**src/rtl/regfile_write_arbiter.sv**
```systemverilog
// Register-file writeback arbiter. Several writeback requesters share one
// register-file write port under round-robin arbitration. The block also keeps
// a 32-entry scoreboard of outstanding destination writes and a saturating
// count of cycles in which requesters contended for the port.
`timescale 1ns/1ps
module regfile_write_arbiter #(
    parameter int NUM_REQ = 3,
    parameter int DATA_W  = 32
) (
    input  logic                      clock,
    input  logic                      reset,
    input  logic [NUM_REQ-1:0]        req_valid,
    input  logic [5*NUM_REQ-1:0]      req_addr,
    input  logic [DATA_W*NUM_REQ-1:0] req_data,
    output logic [NUM_REQ-1:0]        req_ready,
    output logic                      wr_enable,
    output logic [4:0]                wr_address,
    output logic [DATA_W-1:0]         wr_data,
    input  logic                      reserve_valid,
    input  logic [4:0]                reserve_addr,
    output logic [31:0]               pending,
    output logic [15:0]               conflict_count
);

    localparam logic [1:0] LAST_RST = 2'(NUM_REQ - 1);

    logic [1:0]         r_last_granted;
    logic               r_wr_enable;
    logic [4:0]         r_wr_address;
    logic [DATA_W-1:0]  r_wr_data;
    logic [31:0]        r_pending;
    logic [15:0]        r_conflict_count;

    logic [NUM_REQ-1:0] w_grant;
    logic [1:0]         w_grant_idx;
    logic               w_handshake;
    logic [4:0]         w_sel_addr;
    logic [DATA_W-1:0]  w_sel_data;
    logic               w_contended;
    logic [31:0]        w_pending_next;

    // Round-robin search starting just after the last granted requester.
    // NOTE: every combinational output gets a default first so no path leaves
    // it unassigned, which is what keeps synthesis from inferring a latch.
    always_comb begin
        w_grant     = '0;
        w_grant_idx = r_last_granted;
        w_handshake = 1'b0;
        for (int k = 1; k <= NUM_REQ; k++) begin
            int idx;
            idx = (int'(r_last_granted) + k) % NUM_REQ;
            if (!w_handshake && req_valid[idx]) begin
                w_handshake = 1'b1;
                w_grant_idx = idx[1:0];
            end
        end
        if (w_handshake) begin
            w_grant[w_grant_idx] = 1'b1;
        end
    end

    // Grant is masked while reset is held so nothing is offered asynchronously.
    assign req_ready   = reset ? w_grant : '0;
    assign w_sel_addr  = req_addr[5*int'(w_grant_idx) +: 5];
    assign w_sel_data  = req_data[DATA_W*int'(w_grant_idx) +: DATA_W];
    assign w_contended = ($countones(req_valid) >= 2);

    // Scoreboard update: retire the write on the port, then apply a new
    // reservation so a same-edge reserve of the retiring register wins.
    always_comb begin
        w_pending_next = r_pending;
        if (r_wr_enable) begin
            w_pending_next[r_wr_address] = 1'b0;
        end
        if (reserve_valid && (reserve_addr != 5'd0)) begin
            w_pending_next[reserve_addr] = 1'b1;
        end
        w_pending_next[0] = 1'b0;
    end

    // Arbiter pointer moves only when a handshake actually happens.
    // NOTE: sequential state uses non-blocking assignments so every register
    // samples pre-edge values regardless of block ordering.
    always_ff @(posedge clock or negedge reset) begin
        if (!reset) begin
            r_last_granted <= LAST_RST;
        end else if (w_handshake) begin
            r_last_granted <= w_grant_idx;
        end
    end

    // Registered write port: a granted write to r0 is swallowed, idle cycles
    // drop the enable and hold address/data.
    always_ff @(posedge clock or negedge reset) begin
        if (!reset) begin
            r_wr_enable  <= 1'b0;
            r_wr_address <= '0;
            r_wr_data    <= '0;
        end else if (w_handshake && (w_sel_addr != 5'd0)) begin
            r_wr_enable  <= 1'b1;
            r_wr_address <= w_sel_addr;
            r_wr_data    <= w_sel_data;
        end else begin
            r_wr_enable  <= 1'b0;
        end
    end

    // Pending-write scoreboard register.
    always_ff @(posedge clock or negedge reset) begin
        if (!reset) begin
            r_pending <= '0;
        end else begin
            r_pending <= w_pending_next;
        end
    end

    // Saturating count of cycles with two or more requesters valid.
    always_ff @(posedge clock or negedge reset) begin
        if (!reset) begin
            r_conflict_count <= '0;
        end else if (w_contended && (r_conflict_count != 16'hFFFF)) begin
            r_conflict_count <= r_conflict_count + 16'd1;
        end
    end

    assign wr_enable      = r_wr_enable;
    assign wr_address     = r_wr_address;
    assign wr_data        = r_wr_data;
    assign pending        = r_pending;
    assign conflict_count = r_conflict_count;

endmodule

```
**config.mk**
```make
export PLATFORM = sky130hd
export DESIGN_NAME = regfile_write_arbiter
export DESIGN_NICKNAME = d
export VERILOG_FILES = /design/src/rtl/regfile_write_arbiter.sv
export SDC_FILE = /design/constraint.sdc
export NUM_CORES = 1
export LEC_CHECK = 0
export ABC_AREA = 1
export CORE_UTILIZATION = 38
export CTS_BUF_LIST = sky130_fd_sc_hd__clkbuf_8 sky130_fd_sc_hd__clkbuf_16
export DETAILED_ROUTE_END_ITERATION = 6
export PLACE_DENSITY = 0.8
export SYNTH_ARGS = -nofsm -noshare
export SYNTH_HDL_FRONTEND = slang
export SYNTH_SLANG_ARGS = --single-unit
```
**constraint.sdc**
```tcl
create_clock -name clock -period 3 [get_ports clock]
set_input_delay 0.75 -clock clock [delete_from_list [all_inputs] [get_ports clock]]
set_output_delay 0.75 -clock clock [all_outputs]
set_load 0.005 [all_outputs]
```
==> run metrics, run 1 <==
CTS tree=done; Hold EP=wr_data[23]; Max Fanout on Critical Path=4; drt total wl=15,440 um; status=finished clean; CTS Buf Count=9; DRC errors left=0; ys flop type=dfrtp_1; wire length per cell=14.73 um; max layer used=met4; Cell variety after synth=30; Seq/Total Area, Yosys=between 40% and 50%; FF-to-FF setup slack=0.20 ns; WHS Path Cells=2; first-pass GRT wire length=~24,000 um; DR vias=5,351; Routed met2 length=7407 um; post-layout util=65.51%; top cells by count, synth=127 x o21ai_0, 125 x nand3_1, 124 x nand2_1; P_leak=approximately 3.5 nW; Yosys reg bits=87; wl on met1=roughly 6300 um; Synth Cell Area=0.004777 mm^2; Setup Crit Path Kind=reg -> out; Overall Global Routing Usage=24.18%; cell repeated most along the worst path=buf_6; I/O pin count=211; Synth Area per Inst=7.583 um^2; initial antenna violation count=0; Ys Warns=0; Hold Crit Class=reg -> reg; DIE AREA=roughly 0.013 mm^2; CTS Sinks=87; Yosys top cell area share=45.05%; clock period minus worst slack=2.960 ns; Tcrit/Tclk final=a little over nine tenths; FP Rows=40; Core ar.=0.01211 mm^2; worst vdd ir=1.391 mV; clock insertion delay at the later pin of the skew report=0.34 ns; crit start category=flop; IO buf count=around 210; htree depth=3; Fillers=a little over 1,000; Crit Reg-Reg Endpoint=wr_data[20]; Worst EP required=2.25 ns; Vias/cell=5.106; Synth Net Count=758; Initial DRC Count=322; Setup Skew=around 0.0074 ns; area of the multi-input gates=0.002509 mm^2; Hold Startpoint=wr_data[23]; pin count of the biggest net entering global routing=56; Max Slew Vio Count=0; Hold Violations, Final=0; Critical Path AT=approximately 2.2 ns; RR Startpoint=r_last_granted[1]; crit-path cells=buf_4, ha_4, inv_4, buf_6, nor3_1, o21ai_2, nand2_2, nand3_4, buf_6, o21ai_4, and3_4, buf_2; Final GP Congestion=approximately 0.90; final setup fails=0; CP Capture Type=output port; max cap viols=0; worst slew pin tran=0.7025 ns; Slew HR=53.17%; Detail Route Antenna Nets=0; slowest CP cell=dfrtp_1; die width=114.1 um; Die Y=114.1 um; Hold-fix buffers, CTS=0; CP delay by family, top=simple AND/OR/NAND/NOR gates; Synth area leader=dfrtp_1; nets@finish=1,003; Post-synth ARST share=100.0%; Clk pin slew, worst setup/hold paths=0.07 ns; Pre-antenna DRT Iters=5; cells on worst reg2reg path=18; most frequent cell after synthesis=o21ai_0; metal3 WL=1205 um; Setup TNS=0 ns; Pwr Density=1553 mW/mm^2; Initial Util=39.44%; post-DP HPWL=11,190 um; area grow syn2layout=66.08%; vias in the first global route=5,053; Post-synth EDFFs=0; layout cells sized above 1=14.55%; antenna diode count=0; register area=0.002178 mm^2; CP max stage delay=0.37 ns; RSZ-0062 raised after global routing=yes; Syn Inst Count=630; Tot Pwr=0.01232 W; clock root buffer=clkbuf_16; Critical path buffers and inverters=5; most area-consuming cells after synthesis=dfrtp_1 45%, o21ai_0 13%, nand3_1 13%, nand2_1 9.7%, nor2_1 3.8%; clock buffer depth=2; Fmax=roughly 340 MHz; grt ovf=0
-- per-layer routing --
metal	up-vias	track usage [%]
li1	2616	-
met1	2442	29.30
met2	260	40.97
met3	33	6.300
met4	0	9.784
met5	-	0
-- kinds of logic (layout without fill, tap and decap cells) --
kind of cell	count (synthesis)	count (layout)	share of synthesized area, %
adders and majority gates	6	6	1.571
AOI/OAI and AO/OA	134	134	14.17
other	1	1	0.07850
DFF	87	87	45.60
buffers and inverters	71	321	6.495
xor gates and xnor gates	14	14	2.567
and+or+nand+nor	317	317	29.52
-- final cells by class --
| cell class | count | share of cell area, % |
|---|---|---|
| Clock buffer | 10 | 3.012 |
| Clock inverter | 6 | 0.8674 |
| Inverter | 40 | 1.987 |
| Multi-Input combinational cell | 472 | 31.62 |
| Sequential cell | 87 | 27.46 |
| Tap cell | 168 | 2.649 |
| Timing Repair Buffer | 265 | 32.41 |
-- layout by cell type (no fill, tap or decap), drive strengths merged --
master         instances
nand2                127
dlygate4sd2            3
xor2                   8
buf                   60
nor2                  48
nand3b                 1
conb                   1
a21o                   1
nor4                   2
and2                   1
inv                   41
nand4                  1
dfrtp                 86
clkdlybuf4s50        202
nor3                   5
nand3                130
o22a                   1
or2                    1
bufinv                 1
xnor2                  6
clkbuf                10
ha                     6
dfstp                  1
clkinv                 4
and3                   1
o21ai                132
-- metrics by stage --
step / worst slack, ns / hold WS (ns) / instance area (um^2) / instances
6_report: 0.04033 / 0.4715 / 7934 / 1048
4_1_cts: 0.003869 / 0.4744 / 7795 / 1046
2_1_floorplan: 0.06167 / 0.4544 / 4777 / 630
5_1_grt: -0.08764 / 0.4974 / 7934 / 1048
3_5_place_dp: -0.6001 / 0.4581 / 7321 / 1023
3_3_place_gp: -0.5877 / 0.4533 / 7321 / 1023
-- repair_timing --
item | CTS | global route
setup buffers | 7 | 2
endpoints found under the setup margin | 41 | 41
resized for setup | 51 | 32
cloned | 0 | 0
pin swaps | 10 | 16
-- worst reg2reg max path, delay by kind of cell, from the launching register on --
| family | cells | cell delay (ns) |
|---|---|---|
| AO/OA/AOI/OAI | 1 | 0.13 |
| adder cells (fa/ha/maj) | 1 | 0.25 |
| buffers and inverters | 4 | 0.60 |
| flip-flops | 1 | 0.57 |
| AND/OR/NAND/NOR | 12 | 1.15 |
-- worst max-delay path by stage --
stage	from	to	slack, ns	depth (start not counted)
after floorplan	r_last_granted[1]	req_ready[2]	0.06	9
after global placement	req_valid[2]	req_ready[0]	-0.59	11
after detailed placement	req_valid[2]	req_ready[1]	-0.60	11
after CTS	r_last_granted[1]	req_ready[1]	0.004	12
after global routing	r_last_granted[1]	req_ready[1]	-0.09	12
final	r_last_granted[0]	req_ready[2]	0.04	12
-- where the power goes --
group | total [W] | switching, W | internal (W)
Clock | 0.00115 | 0.000475 | 0.000674
Sequential | 0.00222 | 0.000391 | 0.00183
Combinational | 0.00895 | 0.00481 | 0.00414
-- registers in the layout (all words and copies together), names as in the netlist --
signal and cells:
wr_enable 1, pending 31, r_last_granted 2, conflict_count 16, wr_address 5, wr_data 32
Note: power is estimated with default switching activity, not from simulation.
==> run 2, diff against run 1 <==
- CORE_UTILIZATION: 38 -> 46
- CTS_CLUSTER_SIZE: unset -> 8
- PLACE_DENSITY: 0.8 -> 0.9
- clock period: 3 -> 3.85 ns (I/O delays scaled with it)
==> run metrics, run 2 (synthesis gave the netlist of run 1 again) <==
status=finished clean (unchanged); Pwr Density=1138 mW/mm^2 (was 1553 mW/mm^2); clock share of power=7.7% (was 9.3%); register area=0.002178 mm^2 (unchanged); post-DP HPWL=11,420 um (was 11,190 um); DR vias=5,370 (was 5,351); Critical Path AT=2.77 ns (was 2.21 ns); Switching Fraction=50.27% (was 46.04%); Clk pin slew, worst setup/hold paths=0.09 ns (was 0.07 ns); clock period minus worst slack=approximately 3.7 ns; CTS Buf Count=9 (unchanged); clock root buffer=clkbuf_8 (was clkbuf_16); Worst EP required=2.89 ns (was 2.25 ns); DRC errors left=0 (unchanged); area of the multi-input gates=0.002323 mm^2 (was 0.002509 mm^2); Fillers=754 (was 1,030); Final GP Congestion=0.9568 (was 0.9029); Internal Pwr Total=0.004110 W (was 0.006647 W); CTS tree=done (unchanged); Tcrit/Tclk final=between 90% and 100%; CP Capture Type=output port (unchanged); Overall Global Routing Usage=28.64% (was 24.18%); clock insertion delay at the later pin of the skew report=0.38 ns (was 0.34 ns); most common cell after layout, fill and taps aside=clkdlybuf4s50_1 (unchanged); Max Fanout on Critical Path=3 (was 4); Hold-fix buffers, CTS=0 (unchanged); IO buf count=209 (unchanged); antenna diode count=0 (unchanged); Fmax=267.7 MHz; Hold Crit Class=in -> async (was reg -> reg); Die Y=103.9 um (was 114.1 um); power share of the sequential group=21.0% (was 18.0%); grt ovf=0 (unchanged); pin count of the biggest net entering global routing=70 (was 56); RSZ-0062 raised after global routing=no (was yes); htree depth=3 (unchanged); wire length per cell=15.57 um (was 14.73 um); initial antenna violation count=0 (unchanged); most frequent cells in the layout=203 x clkdlybuf4s50_1, 127 x o21ai_0, 124 x nand3_1, 124 x nand2_1, 86 x dfrtp_1 (was 202 x clkdlybuf4s50_1, 124 x o21ai_0, 116 x nand3_1); CTS Sinks=87 (unchanged); hold_ws=0.4639 ns (was 0.4715 ns); Core ar.=0.009910 mm^2 (was 0.01211 mm^2); Pre-antenna DRT Iters=5 (unchanged); vias in the first global route=5,184 (was 5,053); Initial DRC Count=373 (was 322); sw power=0.004155 W (was 0.005672 W); worst slew pin tran=0.8295 ns (was 0.7025 ns); Max Slew Vio Count=0 (unchanged); P_leak=3.215 nW (was 3.503 nW); max FFs per register=32 (unchanged); DIE AREA=0.01080 mm^2 (was 0.01302 mm^2); Setup TNS=0 ns (unchanged); drt total wl=15,220 um (was 15,440 um); first-pass GRT wire length=24,520 um (was 24,430 um); part of the power in combinational logic=71.3% (was 72.7%); crit start category=input port (was flop); clock buffer depth=2 (unchanged); placed insts=959 (was 1,023); worst vdd ir=0.8347 mV (was 1.391 mV); I/O pin count=211 (unchanged); Setup Crit Path Kind=in -> out (was reg -> out); area grow syn2layout=52.04% (was 66.08%); Vias/cell=5.496 (was 5.106); die width=103.9 um (was 114.1 um); layout cells sized above 1=6.398% (was 14.55%); final setup fails=0 (unchanged); post-layout util=73.30% (was 65.51%); Final Non-Filler Cells=977 (was 1,048); max cap viols=0 (unchanged); Tot Pwr=0.008265 W (was 0.01232 W); FP Rows=36 (was 40); Setup Skew=0.009342 ns (was 0.007410 ns); Hold Violations, Final=0 (unchanged); Detail Route Antenna Nets=0 (unchanged); nets@finish=967 (was 1,003); Slew HR=44.70% (was 53.17%); Initial Util=48.21% (was 39.44%)
## run 2: metal layers
metal  track usage [%]  up-vias  wire, um
met5                 0        -         0
met4             14.80        0       531
met3             5.764       46      1258
met2             49.38      312      7530
met1             33.77     2474      5895
li1                  -     2538         -
## run 2: worst max-delay path, stage by stage
cell,delay (ns)
clkdlybuf4s50_1,0.48
inv_1,0.09
o21ai_0,0.15
nand2_1,0.13
nand2_1,0.12
clkinv_1,0.10
nand3_1,0.08
and2_1,0.14
nand3_1,0.09
nor2_1,0.13
dlygate4sd2_1,0.28
## run 2: path summary, 6_finish.rpt
check	slack, ns	from	to	cells past startpoint
max	0.11	req_valid[2]	req_ready[0]	11
min	0.46	reset	wr_data[3]	1
max reg2reg	0.61	r_last_granted[0]	wr_data[5]	21
min reg2reg	0.48	wr_data[26]	wr_data[26]	2
max in group asynchronous	2.27	reset	conflict_count[4]	2
min in group clock	0.48	wr_data[26]	wr_data[26]	2
## run 2: area by class of cell
| cell class | count | area share [%] |
|---|---|---|
| Clock buffer | 9 | 1.705 |
| Clock inverter | 7 | 1.034 |
| Inverter | 40 | 2.067 |
| Multi-Input combinational cell | 472 | 31.99 |
| Sequential cell | 87 | 29.99 |
| Tap cell | 133 | 2.291 |
| Timing Repair Buffer | 229 | 30.92 |
## run 2: metrics by stage
step / instance area [um^2] / setup slack (ns)
6_report: 7263 / 0.1143
5_1_grt: 7263 / 0.004027
4_1_cts: 7256 / 0.1409
3_5_place_dp: 7034 / -0.2253
3_3_place_gp: 7034 / -0.2103
2_1_floorplan: 4777 / 0.5398
## run 2: power groups by stage
stage | registers, W | clock network [W] | logic, W
floorplan | 0.00171 | 0 | 0.00379
global placement | 0.00173 | 0 | 0.00566
detailed placement | 0.00174 | 0 | 0.00587
CTS | 0.00173 | 0.000643 | 0.00589
global route | 0.00178 | 0.000676 | 0.00659
finish | 0.00173 | 0.000638 | 0.00589
## run 2: timing repair
item | 4_1_cts | 5_1_grt
resized for setup | 8 | 1
endpoints found under the setup margin | 3 | 2
setup buffers | 2 | 0
pin swaps | 2 | 0
==> run 3, diff against run 2 <==
- SKIP_CTS_REPAIR_TIMING: unset -> 1
==> run metrics, run 3 (synthesis gave the netlist of run 1 again) <==
status=finished clean (unchanged); cell repeated most along the worst path=nand2_1; crit-path cells=clkdlybuf4s50_1, inv_1, o21ai_2, nand2_2, buf_4, nand2_1, nand2_1, nand3_2, and2_1, nand3_1, nor2_1, dlymetal6s2s_1 (was clkdlybuf4s50_1, inv_1, o21ai_0, nand2_1, nand2_1, clkinv_1, nand3_1, and2_1, nand3_1, nor2_1, dlygate4sd2_1); Vias/cell=5.495 (was 5.496); Critical Path AT=2.76 ns (was 2.77 ns); Overall Global Routing Usage=28.52% (was 28.64%); post-DP HPWL=11,420 um (unchanged); clock insertion delay at the later pin of the skew report=0.38 ns (about the same); pin count of the biggest net entering global routing=70 (unchanged); antenna diode count=0 (unchanged); Tcrit/Tclk final=96.80% (was 97.03%); CTS Buf Count=9 (unchanged); Fillers=758 (was 754); placed insts=959 (unchanged); htree depth=3 (unchanged); Initial DRC Count=351 (was 373); max cap viols=0 (unchanged); Initial Util=48.21% (unchanged); drt total wl=15,240 um (was 15,220 um); FP Rows=36 (unchanged); slowest CP cell=clkdlybuf4s50_1 (unchanged); Max Fanout on Critical Path=5 (was 3); wire length per cell=15.58 um (was 15.57 um); I/O pin count=211 (unchanged); Die Y=103.9 um (unchanged); CTS Sinks=87 (unchanged); worst vdd ir=0.8437 mV (was 0.8347 mV); final setup fails=0 (unchanged); clock root buffer=clkbuf_8 (unchanged); worst slew pin tran=0.8320 ns (was 0.8295 ns); Worst EP required=2.89 ns (about the same); clock period minus worst slack=3.727 ns (was 3.736 ns); max FFs per register=32 (unchanged); Hold Violations, Final=0 (unchanged); Clk pin slew, worst setup/hold paths=0.09 ns (about the same); CP max stage delay=0.48 ns (about the same); crit start category=input port (unchanged); Hold Crit Class=in -> async (unchanged); most frequent cells in the layout=203 x clkdlybuf4s50_1, 127 x o21ai_0, 124 x nand3_1 (was 203 x clkdlybuf4s50_1, 127 x o21ai_0, 124 x nand3_1, 124 x nand2_1, 86 x dfrtp_1); Slew HR=44.53% (was 44.70%); Setup Skew=0.009516 ns (was 0.009342 ns); initial antenna violation count=0 (unchanged); RSZ-0062 raised after global routing=no (unchanged); post-layout util=73.48% (was 73.30%); die width=103.9 um (unchanged); Detail Route Antenna Nets=0 (unchanged); DIE AREA=0.01080 mm^2 (unchanged); nets@finish=968 (was 967); layout cells sized above 1=6.746% (was 6.398%); CTS tree=done (unchanged); Core ar.=0.009910 mm^2 (unchanged); Setup Crit Path Kind=in -> out (unchanged); clock buffer depth=2 (unchanged); IO buf count=209 (unchanged); Max Slew Vio Count=0 (unchanged); grt ovf=0 (unchanged); first-pass GRT wire length=24,400 um (was 24,520 um); DRC errors left=0 (unchanged); Pwr Density=1139 mW/mm^2 (was 1138 mW/mm^2); Final Non-Filler Cells=978 (was 977); CP Capture Type=output port (unchanged); most common cell after layout, fill and taps aside=clkdlybuf4s50_1 (unchanged); P_leak=3.267 nW (was 3.215 nW); DR vias=5,374 (was 5,370); Pre-antenna DRT Iters=5 (unchanged); cells on worst reg2reg path=20 (was 21); vias in the first global route=5,167 (was 5,184); area grow syn2layout=52.44% (was 52.04%); Final GP Congestion=0.9568 (unchanged); Fmax=268.3 MHz (was 267.7 MHz)
[run 3: layer usage]
layer	global-route usage (%)	vias to the layer above	share of wire, %
met2	49.10	303	50
met4	14.90	0	3.3
met3	5.764	41	8.4
li1	-	2543	-
met5	0	-	0
met1	33.61	2487	39
[run 3: area by class of cell]
type	count	area, um^2	share of cell area, %
multi-input cells	472	2316	31.80
repair buffers	230	2272	31.20
flip-flops and latches	87	2178	29.91
well taps	133	166.4	2.285
inverters	40	150.1	2.062
clock buffers	9	123.9	1.701
clock inverters	7	75.07	1.031
[run 3: per-stage QoR]
step,setup slack (ns),cell area [um^2],power [W],hold WS [ns],TNS [ns]
2_1_floorplan,0.5398,4777,0.005502,0.4650,0
3_3_place_gp,-0.2103,7034,0.007383,0.4549,-0.5202
3_5_place_dp,-0.2253,7034,0.007616,0.4589,-0.5580
4_1_cts,-0.2320,7233,0.008250,0.4531,-0.5836
5_1_grt,0.001388,7282,0.009074,0.4646,0
6_report,0.1233,7282,0.008292,0.4624,0
[run 3: critical path: cells and delay by family]
kind,cells,cell delay (ns)
AOI/OAI and AO/OA,1,0.17
and+or+nand+nor,7,0.74
buffers and inverters,4,0.88
[run 3: worst paths after layout]
check	slack (ns)	startpoint	to
worst max-delay path	0.12	req_valid[2]	req_ready[0]
worst min register to register	0.48	wr_data[26]	wr_data[26]
min in group clock	0.48	wr_data[26]	wr_data[26]
worst min-delay path	0.46	reset	wr_data[3]
max in group asynchronous	2.27	reset	wr_data[16]
worst max register to register	0.61	r_last_granted[1]	wr_data[5]
[run 3: where the power goes]
part / internal [W] / switching [W] / total [W]
combinational: 0.00246 / 0.00346 / 0.00592
sequential: 0.00142 / 0.000310 / 0.00173
clock: 0.000256 / 0.000383 / 0.000640
